**config.mk**
```make
export PLATFORM = sky130hd
export DESIGN_NAME = dcache_controller
export DESIGN_NICKNAME = d
export VERILOG_FILES = /design/src/rtl/dcache_pkg.sv /design/src/rtl/dcache_word_mux.sv /design/src/rtl/dcache_controller.sv
export SDC_FILE = /design/constraint.sdc
export NUM_CORES = 1
export LEC_CHECK = 0
export BUFFER_PORTS_ARGS = -buffer_cell sky130_fd_sc_hd__buf_2
export CAP_MARGIN = 5
export CELL_PAD_IN_SITES_DETAIL_PLACEMENT = 1
export CELL_PAD_IN_SITES_GLOBAL_PLACEMENT = 1
export CORE_AREA = 2 2 473 475
export DETAILED_ROUTE_END_ITERATION = 7
export DIE_AREA = 0 0 475 477
export PLACE_DENSITY = 0.43
export REMOVE_ABC_BUFFERS = 1
export SLEW_MARGIN = 20
export SYNTH_ARGS = -nofsm -noshare
export SYNTH_HDL_FRONTEND = slang
export SYNTH_SLANG_ARGS = --single-unit
```
**constraint.sdc**
```tcl
create_clock -name clk_i -period 3.86 [get_ports clk_i]
set_input_delay 0.193 -clock clk_i [delete_from_list [all_inputs] [get_ports clk_i]]
set_output_delay 0.193 -clock clk_i [all_outputs]
set_load 0.03 [all_outputs]
```
**src/rtl/dcache_pkg.sv**
```systemverilog
// Shared types and field layout for the L1 data-cache controller.
// Address split: tag=[31:9], index=[8:5], word=[4:2], byte=[1:0].
// SRAM tag word: [24] valid, [23] dirty, [22:0] address tag.
package dcache_pkg;

  localparam int ADDR_W    = 32;
  localparam int IDX_W     = 4;
  localparam int LINE_W    = 256;
  localparam int TAG_W     = 25;
  localparam int WORD_W    = 32;
  localparam int WSEL_W    = 3;
  localparam int ATAG_W    = 23;
  localparam int OFS_W     = 5;

  localparam int WSEL_LSB  = 2;
  localparam int IDX_LSB   = 5;
  localparam int TAG_LSB   = 9;

  localparam int VALID_BIT = 24;
  localparam int DIRTY_BIT = 23;

  typedef enum logic [2:0] {
    IDLE,
    MISS,
    WRITEBACK,
    READMISS,
    READMISSOK
  } state_e;

  // Builds a valid SRAM tag word with the given dirty flag.
  function automatic logic [TAG_W-1:0] make_tag(input logic dirty,
                                                input logic [ATAG_W-1:0] atag);
    return {1'b1, dirty, atag};
  endfunction

endpackage

```
**src/rtl/dcache_word_mux.sv**
```systemverilog
// Word extract/insert for a 256-bit cache line.
// Latency: combinational.
// Backpressure: none (pure datapath).
// Ports: line_i (256) source line, word_sel_i (3) word index, wdata_i (32) word to insert,
//        rdata_o (32) selected word of line_i, line_o (256) line_i with the selected word replaced.
module dcache_word_mux
  import dcache_pkg::*;
(
  input  logic [LINE_W-1:0] line_i,
  input  logic [WSEL_W-1:0] word_sel_i,
  input  logic [WORD_W-1:0] wdata_i,
  output logic [WORD_W-1:0] rdata_o,
  output logic [LINE_W-1:0] line_o
);

  // Bit offset of the selected word: word_sel * 32.
  logic [7:0] bit_ofs;
  assign bit_ofs = {word_sel_i, 5'b0};

  always_comb begin
    rdata_o = line_i[bit_ofs +: WORD_W];
    line_o  = line_i;
    line_o[bit_ofs +: WORD_W] = wdata_i;
  end

endmodule

```
**src/rtl/dcache_controller.sv**
```systemverilog
// Write-back, write-allocate L1 dcache controller (2-way SRAM, 256-bit memory handshake).
// Latency: hits complete in the request cycle; misses stall through MISS/[WRITEBACK]/READMISS/READMISSOK.
// Backpressure: cpu_stall_o holds the pipeline on a miss until the refilled line hits in IDLE.
// Ports: clk_i/rst_i (async active-low); cpu_* request/response; sram_* tag/data array access;
//        mem_* line-granular memory request (enable pulse) and ack pulse.
// Optional: define DCACHE_STATS_EN to add hit_cnt_o / miss_cnt_o (32-bit, wrapping).
module dcache_controller
  import dcache_pkg::*;
(
  input  logic              clk_i,
  input  logic              rst_i,
  input  logic [ADDR_W-1:0] cpu_addr_i,
  input  logic [WORD_W-1:0] cpu_data_i,
  input  logic              cpu_MemRead_i,
  input  logic              cpu_MemWrite_i,
  output logic [WORD_W-1:0] cpu_data_o,
  output logic              cpu_stall_o,
  output logic [IDX_W-1:0]  sram_index_o,
  output logic [TAG_W-1:0]  sram_tag_o,
  output logic [LINE_W-1:0] sram_data_o,
  output logic              sram_enable_o,
  output logic              sram_write_o,
  input  logic [TAG_W-1:0]  sram_tag_i,
  input  logic [LINE_W-1:0] sram_data_i,
  input  logic              sram_hit_i,
  output logic [ADDR_W-1:0] mem_addr_o,
  output logic [LINE_W-1:0] mem_data_o,
  output logic              mem_enable_o,
  output logic              mem_write_o,
  input  logic [LINE_W-1:0] mem_data_i,
  input  logic              mem_ack_i
`ifdef DCACHE_STATS_EN
  ,
  output logic [31:0]       hit_cnt_o,
  output logic [31:0]       miss_cnt_o
`endif
);

  state_e state_q, state_d;

  logic              req;
  logic [ATAG_W-1:0] addr_tag;
  logic [IDX_W-1:0]  idx;
  logic [WSEL_W-1:0] wsel;
  logic              victim_dirty;

  // High only in the first cycle after a state change; drives the memory request pulse.
  logic              entry_q;
  logic [LINE_W-1:0] fill_q;
  logic [ADDR_W-1:0] wb_addr_q;
  logic [LINE_W-1:0] wb_data_q;

  logic [WORD_W-1:0] hit_word;
  logic [LINE_W-1:0] merged_line;

  // Byte-offset bits never select anything in a word-addressed cache.
  logic unused_byte_ofs;
  assign unused_byte_ofs = ^cpu_addr_i[WSEL_LSB-1:0];

  assign req          = cpu_MemRead_i | cpu_MemWrite_i;
  assign addr_tag     = cpu_addr_i[ADDR_W-1:TAG_LSB];
  assign idx          = cpu_addr_i[TAG_LSB-1:IDX_LSB];
  assign wsel         = cpu_addr_i[IDX_LSB-1:WSEL_LSB];
  // An invalid way is never written back, whatever its dirty bit says.
  assign victim_dirty = sram_tag_i[VALID_BIT] & sram_tag_i[DIRTY_BIT];

  dcache_word_mux u_word_mux (
    .line_i     (sram_data_i),
    .word_sel_i (wsel),
    .wdata_i    (cpu_data_i),
    .rdata_o    (hit_word),
    .line_o     (merged_line)
  );

  always_ff @(posedge clk_i or negedge rst_i) begin
    if (!rst_i) begin
      state_q   <= IDLE;
      entry_q   <= 1'b0;
      fill_q    <= '0;
      wb_addr_q <= '0;
      wb_data_q <= '0;
    end else begin
      state_q <= state_d;
      entry_q <= (state_d != state_q);
      // Victim captured once so the write-back payload cannot drift while waiting for ack.
      if (state_q == MISS && victim_dirty) begin
        wb_addr_q <= {sram_tag_i[ATAG_W-1:0], idx, {OFS_W{1'b0}}};
        wb_data_q <= sram_data_i;
      end
      if (state_q == READMISS && mem_ack_i) begin
        fill_q <= mem_data_i;
      end
    end
  end

  always_comb begin
    state_d       = state_q;
    cpu_data_o    = '0;
    cpu_stall_o   = 1'b0;
    sram_index_o  = idx;
    sram_tag_o    = '0;
    sram_data_o   = '0;
    sram_enable_o = 1'b0;
    sram_write_o  = 1'b0;
    mem_addr_o    = '0;
    mem_data_o    = '0;
    mem_enable_o  = 1'b0;
    mem_write_o   = 1'b0;

    case (state_q)
      IDLE: begin
        if (req) begin
          if (sram_hit_i) begin
            if (cpu_MemRead_i) begin
              cpu_data_o = hit_word;
            end
            if (cpu_MemWrite_i) begin
              sram_enable_o = 1'b1;
              sram_write_o  = 1'b1;
              sram_data_o   = merged_line;
              sram_tag_o    = make_tag(1'b1, addr_tag);
            end
          end else begin
            cpu_stall_o = 1'b1;
            state_d     = MISS;
          end
        end
      end
      MISS: begin
        cpu_stall_o = 1'b1;
        state_d     = victim_dirty ? WRITEBACK : READMISS;
      end
      WRITEBACK: begin
        cpu_stall_o  = 1'b1;
        mem_enable_o = entry_q;
        mem_write_o  = 1'b1;
        mem_addr_o   = wb_addr_q;
        mem_data_o   = wb_data_q;
        if (mem_ack_i) state_d = READMISS;
      end
      READMISS: begin
        cpu_stall_o  = 1'b1;
        mem_enable_o = entry_q;
        mem_addr_o   = {cpu_addr_i[ADDR_W-1:IDX_LSB], {OFS_W{1'b0}}};
        if (mem_ack_i) state_d = READMISSOK;
      end
      READMISSOK: begin
        cpu_stall_o   = 1'b1;
        sram_enable_o = 1'b1;
        sram_write_o  = 1'b1;
        sram_data_o   = fill_q;
        sram_tag_o    = make_tag(1'b0, addr_tag);
        state_d       = IDLE;
      end
      default: state_d = IDLE;
    endcase

    // While reset is held every output is quiet, even with a request pending.
    if (!rst_i) begin
      cpu_data_o    = '0;
      cpu_stall_o   = 1'b0;
      sram_index_o  = '0;
      sram_tag_o    = '0;
      sram_data_o   = '0;
      sram_enable_o = 1'b0;
      sram_write_o  = 1'b0;
      mem_addr_o    = '0;
      mem_data_o    = '0;
      mem_enable_o  = 1'b0;
      mem_write_o   = 1'b0;
    end
  end

`ifdef DCACHE_STATS_EN
  always_ff @(posedge clk_i or negedge rst_i) begin
    if (!rst_i) begin
      hit_cnt_o  <= '0;
      miss_cnt_o <= '0;
    end else if (state_q == IDLE && req) begin
      if (sram_hit_i) hit_cnt_o  <= hit_cnt_o + 32'd1;
      else            miss_cnt_o <= miss_cnt_o + 32'd1;
    end
  end
`endif

endmodule

```
After elaboration in Yosys (flattened, before gate mapping)
Cells that the tools add are included.

operators by class
  bitwise operators = 2
  eq/ne operators = 5
  add/sub/neg operators = 1
  multiplexer cells = 40
  shift-type cells = 3
  reduce and logical (&&, ||, !) cells = 5

operator list
  kind                       count
  $mux 256                   6
  $pmux 256 s2               1
  $bwmux 256                 1
  $shift 32x10->256 const A  1
  $shiftx 256x9->32          1
  $shiftx 32x10->256         1
  $mux 32                    6
  $mux 25                    4
  $pmux 32 s2                1
  $pmux 25 s2                1
  $mux 1                     12
  $mux 3                     4
  $pmux 3 s4                 1
  $neg 8->10                 1
  $eq 3x2->1 const B         2
  $mux 4                     1
  $pmux 1 s2                 2
  $reduce_or 4->1            1
  $eq 3x1->1 const B         1
  $eq 3x3->1 const B         1
  $logic_not 3->1            1
  $ne 3x3->1                 1
  $logic_and 1x1->1          2
  $reduce_or 2->1            1
  2 further kinds            2

storage, ports and cells
  bits of input ports = 607
  output and inout port bits = 610
  register bits = 543
  logic and storage cells = 61

Logic depth before layout (Yosys ltp)
Gate-level depths: netlist of run 1.

  depth after elaboration = 8
  mapped depth = 12
  gate-level depth less buffers = 6

By module
Synthesis of run 1 repeated with hierarchy kept, for this count alone.

unflattened totals
  cells, all modules = 3663
  area total of the unflattened synthesis = 34635.7 um2

by module, submodules not included
  module             instances  seq. area each (um2)  area an instance (um2)  cells an instance
  dcache_controller  1          13588.0               28832.7                 3070
  dcache_word_mux    1          0.0                   5803.1                  593

Worst setup path after synthesis of run 1
Ideal clock, no wire load.

  kind = in2out
  start = in cpu_addr_i[3]
  end = out sram_data_o[128]
  buffers on the path = 6
  stages = 12
  slack = 0.319 ns
  arrival time = 3.348 ns
  data required time = 3.667 ns
  path through = buf_2 -> buf_2 -> buf_1 -> inv_1 -> ha_1 -> ha_1 -> buf_2 -> nor2b_1 -> clkbuf_1 -> buf_1 -> a41oi_1 -> a211oi_1

between the ends
  cells in the longest elaborated chain, start to end = 8
  elaborated cells on any way between the ends = 9
  those cells by class = add/sub (1); shift (2); mux (6)

RTL lines
  item                                                     line                      RTL
  from (decl)                                              dcache_controller.sv:12   input logic [ADDR_W-1:0] cpu_addr_i,
  $neg 8->10 (*)                                           dcache_word_mux.sv:23     line_o[bit_ofs +: WORD_W] = wdata_i;
  $shiftx 32x10->256 or $shift 32x10->256 (tied branches)  dcache_word_mux.sv:23
  $bwmux 256 (*)                                           dcache_word_mux.sv:23
  $mux 256 (*)                                             dcache_controller.sv:117  if (cpu_MemWrite_i) begin
  $mux 256 (*)                                             dcache_controller.sv:113  if (sram_hit_i) begin
  $mux 256 (*)                                             dcache_controller.sv:112  if (req) begin
  $pmux 256 s2 (*)                                         dcache_controller.sv:110  case (state_q)
  $mux 256 (*)                                             dcache_controller.sv:159  if (!rst_i) begin
  to (decl)                                                dcache_controller.sv:20   output logic [LINE_W-1:0] sram_data_o,

Mark *: on every way between the ends. The rest lies on a longest branch, timed or not.

Final worst setup path of run 1
  start = reg state_q[1]
  end = out sram_data_o[180]

between the ends
  cells in the longest elaborated chain, start to end = 3
  elaborated cells on any way between the ends = 4
  those cells by class = eq/ne (1); mux (2); reduce/logical (1)

RTL lines
  item                                           line                      RTL
  from (decl)                                    dcache_controller.sv:39   state_e state_q, state_d;
  from (signal assigned)                         dcache_controller.sv:83   state_q <= state_d;
  $eq 3x3->1 or $logic_not 3->1 (tied branches)  dcache_controller.sv:110
  $pmux 256 s2 (*)                               dcache_controller.sv:110
  $mux 256 (*)                                   dcache_controller.sv:159

Marks and branches as above.

==> flow_summary.json, run 1 <==
{
  "status": "completed",
  "final_nets": 5130,
  "p_leak_nw": 22.5,
  "grt_pass1_wl_mm": 321,
  "ios": 1217,
  "place_area_um2": 43400,
  "drv_cap": 0,
  "routed_wl_mm": 241,
  "seq_area_frac_synth_pct": 41.6,
  "synthTopCellsByArea": "dfrtp_1 (42%), mux2_2 (19%), mux2i_1 (6.3%)",
  "tns_ns": 0,
  "path_buf_inv": 2,
  "fp.dieArea_um2": 227000,
  "cts.path.max_buffers": 3,
  "ys_types": 51,
  "reg2reg_depth": 5,
  "path_max_fanout": 36,
  "crit_path_end_kind": "output port",
  "ant_nets": 0,
  "hold_slack_ns": 0.0903,
  "crit_family": "simple AND/OR/NAND/NOR gates",
  "startpoint_type": "flip-flop",
  "drtPass1Iterations": 5,
  "min_period_ns": 3.74,
  "syn_inst": 2855,
  "vias": 33300,
  "die_y_um": 477,
  "final_common_cell": "buf_2",
  "arrival_ns": 3.54,
  "synth_warnings": 0,
  "ys_ff_latch": 543,
  "syn_to_final_growth_pct": 58.0,
  "cp.required_ns": 3.67,
  "fin_area_um2": 51600,
  "fin_skew_ns": 0.0432,
  "drc": 0,
  "tightestPinTransition_ns": 0.949,
  "dp.cells": 6868,
  "stdcell_count": 7579,
  "clk_latency_ns": 0.73,
  "async_flop_share_pct": 100,
  "synth_edf_count": 0,
  "tritoncts": "done",
  "grt_max_degree": 129,
  "hold_class": "input pin to flip-flop",
  "dp_hpwl_mm": 179,
  "io_buffers": 1209,
  "core_area_um2": 221000,
  "synth_area_um2": 32700,
  "reg2reg_slack_ns": 1.07,
  "yosysTopAreaCell": "dfrtp_1",
  "cp_slowest_cell": "or4b_4",
  "synth.avg_cell_area_um2": 11.4,
  "via_per_inst": 4.39,
  "hold_end": "entry_q",
  "grt_use_total_pct": 20.5,
  "yosysTopAreaCellShare_pct": 41.6,
  "post-route-period-util_pct": 96.8,
  "clockRootBuffer": "clkbuf_16",
  "max_freq_ghz": 0.268,
  "r2r-end": "wb_addr_q[17]",
  "drive_gt1_share_pct": 47.2,
  "fp-row-count": 173,
  "hold_depth": 4,
  "synth_flop_cell": "dfrtp_1",
  "power_density_nw_per_um2": 592,
  "clock-sinks": 543,
  "rr_startpoint": "state_q[2]",
  "slew_headroom_pct": 36.7,
  "setup_viol": 0,
  "wl_per_cell_um": 31.7,
  "vdd.ir_drop.worst_uv": 319,
  "max_stage_delay_ns": 0.63,
  "rsz0062_at_grt": "false",
  "antenna_found_initial": 41,
  "drv_slew": 0,
  "grt_pass1_vias": 36000,
  "clk_pin_slew_ns": 0.07,
  "drtIter0Drc": 1849,
  "die_w_um": 475,
  "hold_viol": 0,
  "gp_congestion": 0.873,
  "grt_overflow": 0,
  "h-tree-depth": 3,
  "crit_chain": "or4b_4, or2_4, buf_12, o2bb2ai_1, buf_2",
  "layout_common_cells": "buf_2 (1,187), dlygate4sd3_1 (543), dfrtp_1 (540)",
  "path_class": "flip-flop to output port",
  "initial_core_util_pct": 14.8,
  "cts_buffers": 79,
  "hp-start": "cpu_MemWrite_i"
}
-- state kept, by name, summed over array words and instances, names as in the netlist --
signal     cells
state_q        3
fill_q       256
entry_q        1
wb_data_q    256
wb_addr_q     27
-- routing by layer --
metal | GRT usage [%] | share of wire, % | up-vias
li1 | - | - | 14200
met1 | 24.9 | 41 | 17300
met2 | 34.6 | 48 | 1419
met3 | 5.33 | 7.0 | 309
met4 | 6.99 | 3.6 | 8
met5 | 0 | 0.024 | -
-- cell usage after synthesis, drive strengths merged, types with 13 or more instances --
| library cell | n |
|---|---|
| dfrtp | 543 |
| mux2 | 539 |
| and2 | 284 |
| clkbuf | 208 |
| mux2i | 207 |
| buf | 148 |
| o2bb2ai | 128 |
| nor4bb | 99 |
| a21oi | 98 |
| a211oi | 96 |
| a41oi | 96 |
| o21ai | 66 |
| o31ai | 64 |
| nand2 | 43 |
| mux4 | 38 |
| nor2 | 33 |
| a221oi | 32 |
| a32oi | 32 |
| o22ai | 26 |
| a22o | 17 |
| o21a | 13 |
-- power breakdown --
part	total [mW]	switching, mW	internal (mW)
sequential	10.2	1.62	8.57
combinational	12.5	7.23	5.28
clock	7.85	3.19	4.66
total	30.6	12.0	18.5
-- cells by family (layout without fill, tap and decap cells) --
kind of cell | Yosys count | after routing | synth area share, %
other cells | 1 | 33 | 0.0115
fa+ha+maj | 3 | 3 | 0.115
compound gates | 677 | 677 | 15.8
simple gates | 484 | 485 | 9.98
mux | 784 | 784 | 27.5
xor+xnor | 1 | 1 | 0.0268
flops | 543 | 543 | 41.6
buf+inv | 362 | 2078 | 4.96
-- per-stage QoR --
| stage | setup WS [ns] | power [mW] | utilization (%) |
|---|---|---|---|
| floorplan | -11.31 | 17.5 | - |
| global route | 0.0464 | 32.1 | 23.3 |
| global placement | 0.117 | 22.1 | 19.6 |
| CTS | -0.000124 | 31.0 | 23.3 |
| detailed placement | 0.106 | 22.4 | 19.6 |
| finish | 0.123 | 30.6 | 23.3 |
-- area by class of cell --
type                            count  area, µm²
Antenna cell                       28       70.1
Clock buffer                      113       2340
Clock inverter                     24        337
Fill cell                       25400     170000
Inverter                            6       32.5
Multi-Input combinational cell   1955      17700
Sequential cell                   543      13600
Tap cell                         2975       3720
Timing Repair Buffer             1935      13800
-- worst register-to-register path, delay by kind of cell, from the launching register on --
kind / cells / cell delay, ns
flip-flops: 1 / 0.52
multiplexers: 1 / 0.71
AND/OR/NAND/NOR: 2 / 0.84
buffers and inverters: 2 / 0.61
-- worst max-delay path by stage --
stage                             start                to  depth (start not counted)
after floorplan              state_q[0]     wb_addr_q[10]                          2
after global placement    cpu_addr_i[3]   sram_data_o[23]                          9
after detailed placement  cpu_addr_i[3]   sram_data_o[23]                          9
after CTS                    state_q[1]    sram_data_o[3]                          7
after global routing         state_q[1]    sram_tag_o[14]                          7
final                        state_q[1]  sram_data_o[180]                          5
-- repair_timing --
| action | in CTS | in global routing |
|---|---|---|
| pin swaps | 2 | 1 |
| setup buffers | 2 | 0 |
| hold buffers | 543 | 0 |
| endpoints found under the setup margin | 20 | 4 |
| resized for setup | 9 | 2 |
| hold endpoints to repair | 733 | 0 |
| gates cloned | 0 | 1 |
No activity file was read; power rests on OpenSTA's default activity.
==> run 2, diff against run 1 <==
==> constraint.sdc (replaced) <==
create_clock -name clk_i -period 3.86 [get_ports clk_i]
set_input_delay 0.579 -clock clk_i [delete_from_list [all_inputs] [get_ports clk_i]]
set_output_delay 0.579 -clock clk_i [all_outputs]
set_load 0.03 [all_outputs]
==> flow_summary.json, run 2 (synthesized netlist as in run 1, its figures left out) <==
{
  "post-route-period-util_pct": 98.3,
  "cp.required_ns": 3.28,
  "final_common_cell": "buf_2",
  "regArea_um2": 13600,
  "grt_max_degree": 132,
  "grt_pass1_wl_mm": 315,
  "status": "completed",
  "drtPass1Iterations": 5,
  "ios": 1217,
  "wl_per_cell_um": 33.7,
  "gp_congestion": 0.865,
  "drv_cap": 0,
  "power_mw": 30.2,
  "antenna_found_initial": 99,
  "grt_overflow": 0,
  "syn_to_final_growth_pct": 45.5,
  "cts_buffers": 79,
  "fp-row-count": 173,
  "final_nets": 4669,
  "vdd.ir_drop.worst_uv": 331,
  "hold_class": "input pin to flip-flop",
  "fin_area_um2": 47500,
  "h-tree-depth": 3,
  "layout_common_cells": "buf_2 (1,175), dfrtp_1 (540), mux2_2 (539)",
  "p_leak_nw": 20.8,
  "n_fill_cell": 25300,
  "dp_hpwl_mm": 180,
  "arrival_ns": 3.21,
  "switching_power_mw": 11.9,
  "drv_slew": 0,
  "reg2reg_depth": 8,
  "p_int_mw": 18.2,
  "tightestPinTransition_ns": 0.940,
  "initial_core_util_pct": 14.8,
  "drtIter0Drc": 1895,
  "clockPowerShare_pct": 25.3,
  "crit_path_end_kind": "output port",
  "cts.path.max_buffers": 3,
  "die_y_um": 477,
  "clk_latency_ns": 0.71,
  "max_freq_ghz": 0.264,
  "p_sw_share_pct": 39.6,
  "die_w_um": 475,
  "core_area_um2": 221000,
  "rsz0062_at_grt": "true",
  "preCtsSetupSlack_ns": -0.519,
  "grt_pass1_vias": 33600,
  "fp.dieArea_um2": 227000,
  "min_period_ns": 3.79,
  "power_density_nw_per_um2": 635,
  "hold_slack_ns": 0.109,
  "multi_input_comb_area_um2": 18100,
  "clockRootBuffer": "clkbuf_16",
  "hold_viol": 0,
  "ant_nets": 0,
  "setup_slack_ns": 0.0669,
  "slew_headroom_pct": 37.3,
  "p_seq_share_pct": 33.7,
  "fin_skew_ns": 0.0255,
  "setup_viol": 0,
  "io_buffers": 1209,
  "vias": 31600,
  "clock-sinks": 543,
  "path_class": "flip-flop to output port",
  "drc": 0,
  "grt_use_total_pct": 20.4,
  "startpoint_type": "flip-flop",
  "hold_depth": 2,
  "clk_pin_slew_ns": 0.06,
  "place_area_um2": 43800,
  "tritoncts": "done",
  "power_frac_comb_pct": 41.0,
  "path_max_fanout": 18,
  "drive_gt1_share_pct": 55.1,
  "reg.largest.list": "fill_q: 256 flops, wb_data_q: 256 flops, wb_addr_q: 27 flops",
  "via_per_inst": 4.44,
  "routed_wl_mm": 240
}
-- run 2: changes by cell type in the layout (fill, tap and decap cells not counted), moves of 4 or more --
cell / delta
a211oi_1: -14
buf_2: -12
buf_4: +46
nor4bb_2: +17
buf_6: +5
nor4bb_1: -20
dlygate4sd3_1: -528
buf_16: +7
o2bb2ai_1: -8
o2bb2ai_2: +8
buf_12: +14
a211oi_2: +10
a211oi_4: +4
-- run 2: worst max-delay path, stage by stage, from the launching register on --
cell and delay [ns]:
dfrtp_4 0.58, or4b_4 0.56, or2_4 0.35, buf_16 0.20
o2bb2ai_1 0.48, buf_2 0.30
-- run 2: worst paths after layout --
path | slack, ns | from | end
max | 0.07 | state_q[0] | sram_data_o[35]
min | 0.11 | mem_data_i[164] | fill_q[164]
max reg2reg | 1.18 | state_q[1] | wb_data_q[102]
min reg2reg | 0.50 | wb_data_q[88] | wb_data_q[88]
max in group asynchronous | 1.70 | rst_i | wb_data_q[150]
min in group asynchronous | 0.27 | rst_i | state_q[0]
-- run 2: metal layers --
| layer | GRT usage (%) | up-vias | wire, µm |
|---|---|---|---|
| met1 | 25.0 | 16600 | 100000 |
| met4 | 6.98 | 50 | 7320 |
| met5 | 0 | - | 337 |
| met3 | 5.44 | 344 | 17100 |
| met2 | 34.2 | 1382 | 115000 |
| li1 | - | 13300 | - |
-- run 2: through the flow --
| stage | cells | util [%] | TNS (ns) |
|---|---|---|---|
| 3_3_place_gp | 6908 | 19.8 | -4.31 |
| 6_report | 7118 | 21.5 | 0 |
| 5_1_grt | 7103 | 21.5 | -0.116 |
| 4_1_cts | 7082 | 21.3 | -0.196 |
| 2_1_floorplan | 2503 | - | -7314.53 |
| 3_5_place_dp | 6908 | 19.8 | -3.88 |
-- run 2: power by group through the flow --
| stage | clock network [mW] | logic (mW) | registers [mW] |
|---|---|---|---|
| 6_report | 7.63 | 12.4 | 10.2 |
| 3_3_place_gp | 0 | 11.9 | 10.2 |
| 4_1_cts | 7.93 | 12.5 | 10.2 |
| 5_1_grt | 8.11 | 13.1 | 10.6 |
| 2_1_floorplan | 0 | 7.72 | 9.83 |
| 3_5_place_dp | 0 | 12.1 | 10.3 |
-- run 2: cell type report --
class,count,area share (%)
multi-input cells,1955,38.0
flip-flops and latches,543,28.6
repair buffers,1474,19.9
inverters,6,0.0684
clock buffers,113,4.81
clock inverters,22,0.640
diodes,30,0.158
well taps,2975,7.83
-- run 2: repair_timing --
action | in CTS | in global routing
cloned | 3 | 1
buffers inserted | 20 | 3
setup endpoints to repair | 208 | 30
gates resized for setup | 78 | 22
pin swaps | 12 | 6
endpoints found under the hold margin | 77 | 0
hold buffers | 16 | 0
